==> config.mk <==
export PLATFORM = sky130hd
export DESIGN_NAME = imm_extend_arbiter
export DESIGN_NICKNAME = d
export VERILOG_FILES = /design/src/rtl/imm_extend_arbiter.sv
export SDC_FILE = /design/constraint.sdc
export NUM_CORES = 1
export LEC_CHECK = 0
export BUFFER_PORTS_ARGS = -buffer_cell sky130_fd_sc_hd__buf_4
export CAP_MARGIN = 40
export CORE_ASPECT_RATIO = 0.8
export CORE_UTILIZATION = 56
export CTS_CLUSTER_SIZE = 16
export DETAILED_ROUTE_END_ITERATION = 10
export PLACE_DENSITY = 0.86
export SLEW_MARGIN = 20
export SYNTH_ARGS = -nofsm -noshare
export SYNTH_HDL_FRONTEND = slang
export SYNTH_SLANG_ARGS = --single-unit
==> constraint.sdc <==
create_clock -name clk -period 2.8 [get_ports clk]
set_input_delay 0.56 -clock clk [delete_from_list [all_inputs] [get_ports clk]]
set_output_delay 0.56 -clock clk [all_outputs]
set_load 0.03 [all_outputs]
==> src/rtl/imm_extend_arbiter.sv <==
// Two-requester round-robin immediate extender with a one-entry valid/ready output register.
// Optional illegal-format reporting (out_err, err_count) is enabled by defining IMM_EXT_ERR_CHECK_EN.
module imm_extend_arbiter #(
  parameter int WIDTHOUT = 64,
  parameter int INSTR_W  = 32,
  parameter int TAG_W    = 4
) (
  input  logic                clk,
  input  logic                reset_n,
  input  logic                flush,
  input  logic                req0_valid,
  output logic                req0_ready,
  input  logic [INSTR_W-1:0]  req0_instr,
  input  logic [2:0]          req0_fmt,
  input  logic [TAG_W-1:0]    req0_tag,
  input  logic                req1_valid,
  output logic                req1_ready,
  input  logic [INSTR_W-1:0]  req1_instr,
  input  logic [2:0]          req1_fmt,
  input  logic [TAG_W-1:0]    req1_tag,
  output logic                out_valid,
  input  logic                out_ready,
  output logic [WIDTHOUT-1:0] out_imm,
  output logic                out_src,
  output logic [TAG_W-1:0]    out_tag,
  output logic                busy
`ifdef IMM_EXT_ERR_CHECK_EN
  ,
  output logic                out_err,
  output logic [7:0]          err_count
`endif
);

  // Handshake: a request transfers on a rising edge where reqN_valid and reqN_ready
  // are both high; a result transfers on an edge where out_valid and out_ready are high.
  typedef enum logic {S_EMPTY = 1'b0, S_FULL = 1'b1} state_t;

  state_t                state_q;
  logic [WIDTHOUT-1:0]   imm_q;
  logic                  src_q;
  logic [TAG_W-1:0]      tag_q;
  logic                  last_grant_q;

  logic                  can_accept;
  logic                  grant0;
  logic                  grant1;
  logic                  accept;
  logic                  sel_src;
  logic [INSTR_W-1:0]    sel_instr;
  logic [2:0]            sel_fmt;
  logic [TAG_W-1:0]      sel_tag;
  logic [WIDTHOUT-1:0]   imm_d;
  logic                  illegal_d;
  logic                  unused_instr_bits;

  // Reset holds both readies low so nothing is granted while reset is asserted.
  assign can_accept = reset_n & ~flush & ((state_q == S_EMPTY) | out_ready);

  // On a tie the requester not granted last wins.
  assign grant0 = req0_valid & (~req1_valid | last_grant_q);
  assign grant1 = req1_valid & (~req0_valid | ~last_grant_q);

  assign req0_ready = grant0 & can_accept;
  assign req1_ready = grant1 & can_accept;
  assign accept     = req0_ready | req1_ready;
  assign sel_src    = req1_ready;

  assign sel_instr = sel_src ? req1_instr : req0_instr;
  assign sel_fmt   = sel_src ? req1_fmt   : req0_fmt;
  assign sel_tag   = sel_src ? req1_tag   : req0_tag;

  assign unused_instr_bits = ^sel_instr[INSTR_W-1:26];

  // Field extraction and extension; concatenations fold the post-extension shift in,
  // dropping anything pushed past the top bit.
  always_comb begin
    imm_d     = '0;
    illegal_d = 1'b0;
    case (sel_fmt)
      3'd0: imm_d = {{(WIDTHOUT-12){1'b0}}, sel_instr[21:10]};
      3'd1: imm_d = {{(WIDTHOUT-9){sel_instr[20]}}, sel_instr[20:12]};
      3'd2: imm_d = {{(WIDTHOUT-21){sel_instr[23]}}, sel_instr[23:5], 2'b00};
      3'd3: imm_d = {{(WIDTHOUT-28){sel_instr[25]}}, sel_instr[25:0], 2'b00};
      3'd4: imm_d = {{(WIDTHOUT-16){1'b0}}, sel_instr[20:5]} << {sel_instr[22:21], 4'b0000};
      default: begin
        imm_d     = '0;
        illegal_d = 1'b1;
      end
    endcase
  end

  always_ff @(posedge clk) begin
    if (!reset_n) begin
      state_q      <= S_EMPTY;
      imm_q        <= '0;
      src_q        <= 1'b0;
      tag_q        <= '0;
      last_grant_q <= 1'b1;
    end else if (flush) begin
      state_q <= S_EMPTY;
    end else begin
      case (state_q)
        S_EMPTY: begin
          if (accept) begin
            state_q      <= S_FULL;
            imm_q        <= imm_d;
            src_q        <= sel_src;
            tag_q        <= sel_tag;
            last_grant_q <= sel_src;
          end
        end
        S_FULL: begin
          if (accept) begin
            imm_q        <= imm_d;
            src_q        <= sel_src;
            tag_q        <= sel_tag;
            last_grant_q <= sel_src;
          end else if (out_ready) begin
            state_q <= S_EMPTY;
          end
        end
        default: state_q <= S_EMPTY;
      endcase
    end
  end

  assign out_valid = (state_q == S_FULL);
  assign busy      = out_valid;
  assign out_imm   = imm_q;
  assign out_src   = src_q;
  assign out_tag   = tag_q;

`ifdef IMM_EXT_ERR_CHECK_EN
  logic       err_q;
  logic [7:0] err_count_q;

  always_ff @(posedge clk) begin
    if (!reset_n) begin
      err_q       <= 1'b0;
      err_count_q <= 8'd0;
    end else if (flush) begin
      err_q <= 1'b0;
    end else if (accept) begin
      err_q <= illegal_d;
      if (illegal_d && (err_count_q != 8'hFF)) begin
        err_count_q <= err_count_q + 8'd1;
      end
    end
  end

  assign out_err   = err_q;
  assign err_count = err_count_q;
`else
  logic unused_illegal;
  assign unused_illegal = illegal_d;
`endif

endmodule

==> After elaboration in Yosys (flattened, before gate mapping) <==
Cells that the tools add are included.
{ "word_totals": {"word_cells": 40, "output_inout_bits": 73, "in_bits": 84, "register_bits": 71} }
{ "classes": {"eq_ne": 4, "shifts": 1, "n_reduce_logical": 3, "bitwise": 16, "mux": 11} }
{ "op_table": {"columns": ["operator", "n"], "rows": [
  ["64-bit one-hot mux with 5 select lines", 1],
  ["64-bit 2-to-1 mux", 1],
  ["16-bit by 6-bit left shift with 64-bit output", 1],
  ["26-bit 2-to-1 mux", 1],
  ["4-bit 2-to-1 mux", 2],
  ["1-bit bitwise AND", 6],
  ["3-bit by 2-bit equality test with 1-bit output (second input constant)", 2],
  ["1-bit NOT", 6],
  ["1-bit 2-to-1 mux", 4],
  ["1-bit bitwise OR", 4],
  ["3-bit by 1-bit equality test with 1-bit output (second input constant)", 1],
  ["3-bit equality test (second input constant)", 1],
  ["3-bit zero test", 1],
  ["3-bit 2-to-1 mux", 1],
  ["1-bit one-hot mux with 2 select lines", 1],
  ["2-bit AND reduction", 1],
  ["2-bit OR reduction", 1]
]} }

==> Depth between registers and ports, before layout <==
{ "logic_depth": {"ltp_word": 8, "mapped_depth": 9, "mapped_depth_nobuf": 6} }

==> Least setup slack after synthesis <==
No wires, ideal clock.
{ "synth_timing": {"path_type": "input port to output port", "startpoint": "in flush", "endpoint": "out req1_ready", "arrival_time_ps": 1559, "path_slack_ps": 681, "required_ps": 2240, "cell_stages": 6, "n_path_buf": 3, "path_cell_list": "and2b_4 > nand3_4 > inv_4 > buf_6 > buf_4 > buf_4"} }
{ "synth_via": {"elab_chain_cells": 4} }
{ "synth_lines": {"columns": ["element", "line_no", "rtl"], "rows": [
  ["start, declared", "10", "input logic flush,"],
  ["1-bit NOT (no source line)", null, null],
  ["1-bit bitwise AND (2 in series)", "57", "assign can_accept = reset_n & ~flush & ((state_q == S_EMPTY) | out_ready);"],
  ["1-bit bitwise AND", "64", "assign req1_ready = grant1 & can_accept;"],
  ["end, declared", "17", "output logic req1_ready,"]
]} }
Every way passes these cells.

==> Worst setup path in the final report <==
Same ends and word-level chain as after synthesis.

==> flow_summary_export.csv <==
group,metric,value,unit
sta,total_negative_slack,0,ps
synthesis,synth.ff_latch_count,71,
placed_design,place.gp.congestion,0.926,
route,wirelength,18600,um
cts,postCtsSetupRepairBufs,0,
sta,tightestPinTransition,878,ps
synthesis,post_synth_instance_area,5060,um^2
floorplanning,chipWidth,108,um
worst_setup_path,worstSetupEndpointType,"output pin",
sta,worst_clock_skew,6.06,ps
route,routed-via-count,5626,
synthesis,post_synth_mux_area_share,13.4,%
finish,drive_gt1_share,34.2,%
finish,final_cell_area_excluding_filler_cells,6550,um^2
synthesis,synth_flop_cell,"dfxtp_1",
route,drt_iter0_markers,753,
finish,layout_common_cells,"158 x buf_4, 77 x a21oi_1, 71 x dfxtp_1",
cts,clk-insertion-delay-late,330,ps
placed_design,post-dp-hpwl,12900,um
synthesis,syn_inst,616,
floorplanning,floorplan.die_area,9420,um^2
cts,clock-sinks,71,
pwr,ir_worst_vdd,0.000447,V
cts,ctsRootBufferMaster,"clkbuf_16",
route,post_drt_wl_per_cell,21.9,um
synthesis,yosys.area.top_type,"dfxtp_1",
synthesis,synthTopCellsByArea,"dfxtp_1 28%, a21oi_1 7.6%, and2_1 6.4%",
placed_design,place_ws,307,ps
worst_setup_path,cp_class,"input pin to output pin",
synthesis,synth_simple_gate_area_share,19.8,%
run,max-cap-violations,0,
sta,timing.slew.headroom,41.3,%
placed_design,port_buffers,144,
synthesis,postSynthNetCount,700,
grt,number_of_antenna_violations_at_the_first_check_in_global_routing,0,
worst_setup_path,worst-endpoint-required,2240,ps
synthesis,ys_types,70,
grt,grt_first_pass_wirelength,28400,um
synthesis,synth_compound_area_share,31.8,%
sta,fin_crit,2190,ps
route,drt-pass1-iter-count,5,
finish,fin_nets,819,
floorplanning,initial_utilization,58.6,%
worst_setup_path,critical_path_arrival,1630,ps
worst_setup_path,crit_fanout,13,
synthesis,synth_area_per_cell,8.21,um^2
sta,timing.final.setup_violations,0,
synthesis,synth_top_cell_area_share,28.1,%
finish,post-route-util,75.8,%
route,post-route-drc-count,0,
sta,whs,455,ps
grt,first_global_vias,5290,
route,ant_nets,0,
cts,hold_buffers,0,
floorplanning,fp.dieH,87,um
finish,number_of_diodes,0,
sta,fraction_of_the_cycle_the_final_worst_path_needs,78.1,%
grt,global_route.overflow_total,0,
synthesis,fraction_of_the_mapped_netlist_area_in_adder_cells,0,%
sta,hold_violations,0,
sta,finalWorstSetupSlack,613,ps
sta,grt_setup_unrepaired,"no",
grt,global_routing_usage_summed_across_all_routing_layers,40.0,%
worst_setup_path,start_kind,"input pin",
floorplanning,io-pin-count,157,
cts,clk_pin_slew_worst_paths,60,ps
sta,clock.fmax,457,MHz
synthesis,dominant_combinational_cell_family_by_area_after_synthesis,"compound AO/OA/AOI/OAI gates",
cts,ctsHtreeMaxLevel,3,
finish,p_r_area_growth_vs_syn,29.5,%
cts,cts-resized-gates,0,
sta,timing.final.max_slew_violations,0,
cts,clock_tree.buffer_depth,2,
synthesis,synth_enable_flop_cells,0,
pwr,reported_leakage_power,2.69,nW
hold_path,worstHoldPathType,"register to register",
placed_design,post_dp_cell_area,6190,um^2
synthesis,yosys.area_share.xor_xnor,0.346,%
cts,tritoncts,"yes",
route,detail_route.vias_per_cell,6.60,
cts,cts_inserted_buffers,9,
pwr,power.density_cell_area,479,nW/um^2
floorplanning,floorplan.core_area,8630,um^2
synthesis,async_reset_ff_share,0,%
synthesis,seq_area_frac_synth,28.1,%
grt,pin_count_of_the_biggest_net_entering_global_routing,50,
finish,final_common_cell,"buf_4",
synthesis,synth_warnings,0,
outcome,run_status,"completed",
floorplanning,row_count,30,
==> logic make-up after synthesis <==
kind of cell	Yosys count
compound gates	246
simple gates	179
flops	71
buf+inv	60
mux	58
xor+xnor	2
==> sequential cells by signal (all words and copies together) (netlist names) <==
register      cells
busy              1
out_imm          64
last_grant_q      1
out_tag           4
out_src           1
==> metrics by stage <==
step / cells / total power, mW
floorplan: 616 / 1.49
global placement: 836 / 1.75
detailed placement: 836 / 1.76
CTS: 852 / 3.12
global route: 852 / 3.22
finish: 852 / 3.13
==> cells in the mapped netlist (all sizes together) (3+ instances only) <==
master	n
a22oi	7
nand3	8
and2	52
nor3	7
nand2	48
nor2b	6
inv	5
nor2	18
nand2b	5
a311oi	8
a21oi	107
a211oi	5
and3	9
a21o	4
o21ai	70
and2b	3
clkbuf	21
a32oi	5
dfxtp	71
nor3b	5
mux2i	28
a221oi	9
nand4	7
nand3b	3
mux2	28
buf	34
o31ai	3
==> per-layer routing <==
layer / share of wire (%) / vias to the layer above / GRT usage, %
met4: 3.5 / 0 / 16.2
met2: 44 / 402 / 61.9
met3: 11 / 61 / 8.83
met5: 0 / - / 0
met1: 42 / 2643 / 54.1
li1: - / 2520 / -
==> worst paths after layout <==
path | start | end | slack (ps) | cells past startpoint
setup / recovery | flush | req1_ready | 610 | 6
hold / removal | out_imm[2] | out_imm[2] | 450 | 2
setup reg to reg | busy | out_imm[5] | 640 | 7
hold reg to reg | out_imm[2] | out_imm[2] | 450 | 2
==> worst max-delay path, cell delays in order <==
cell and delay [ps]:
buf_4 100, and2b_4 300, nand3_4 110, inv_4 210
buf_4 180, buf_4 160
==> power by group <==
group | internal (mW) | total (mW) | switching, mW | leakage (nW)
registers | 1.04 | 1.06 | 0.0177 | 0.575
logic | 0.274 | 0.702 | 0.427 | 1.94
clock network | 0.885 | 1.37 | 0.490 | 0.173
==> layout make-up <==
type	instances	area [um^2]
sequential	71	1420
tap	112	140
clock buffer	9	225
inverter	5	21.3
fill	679	2090
multi-input combinational	485	3330
timing repair buffer	163	1290
clock inverter	7	128
Power figures use the tool's default switching activity.
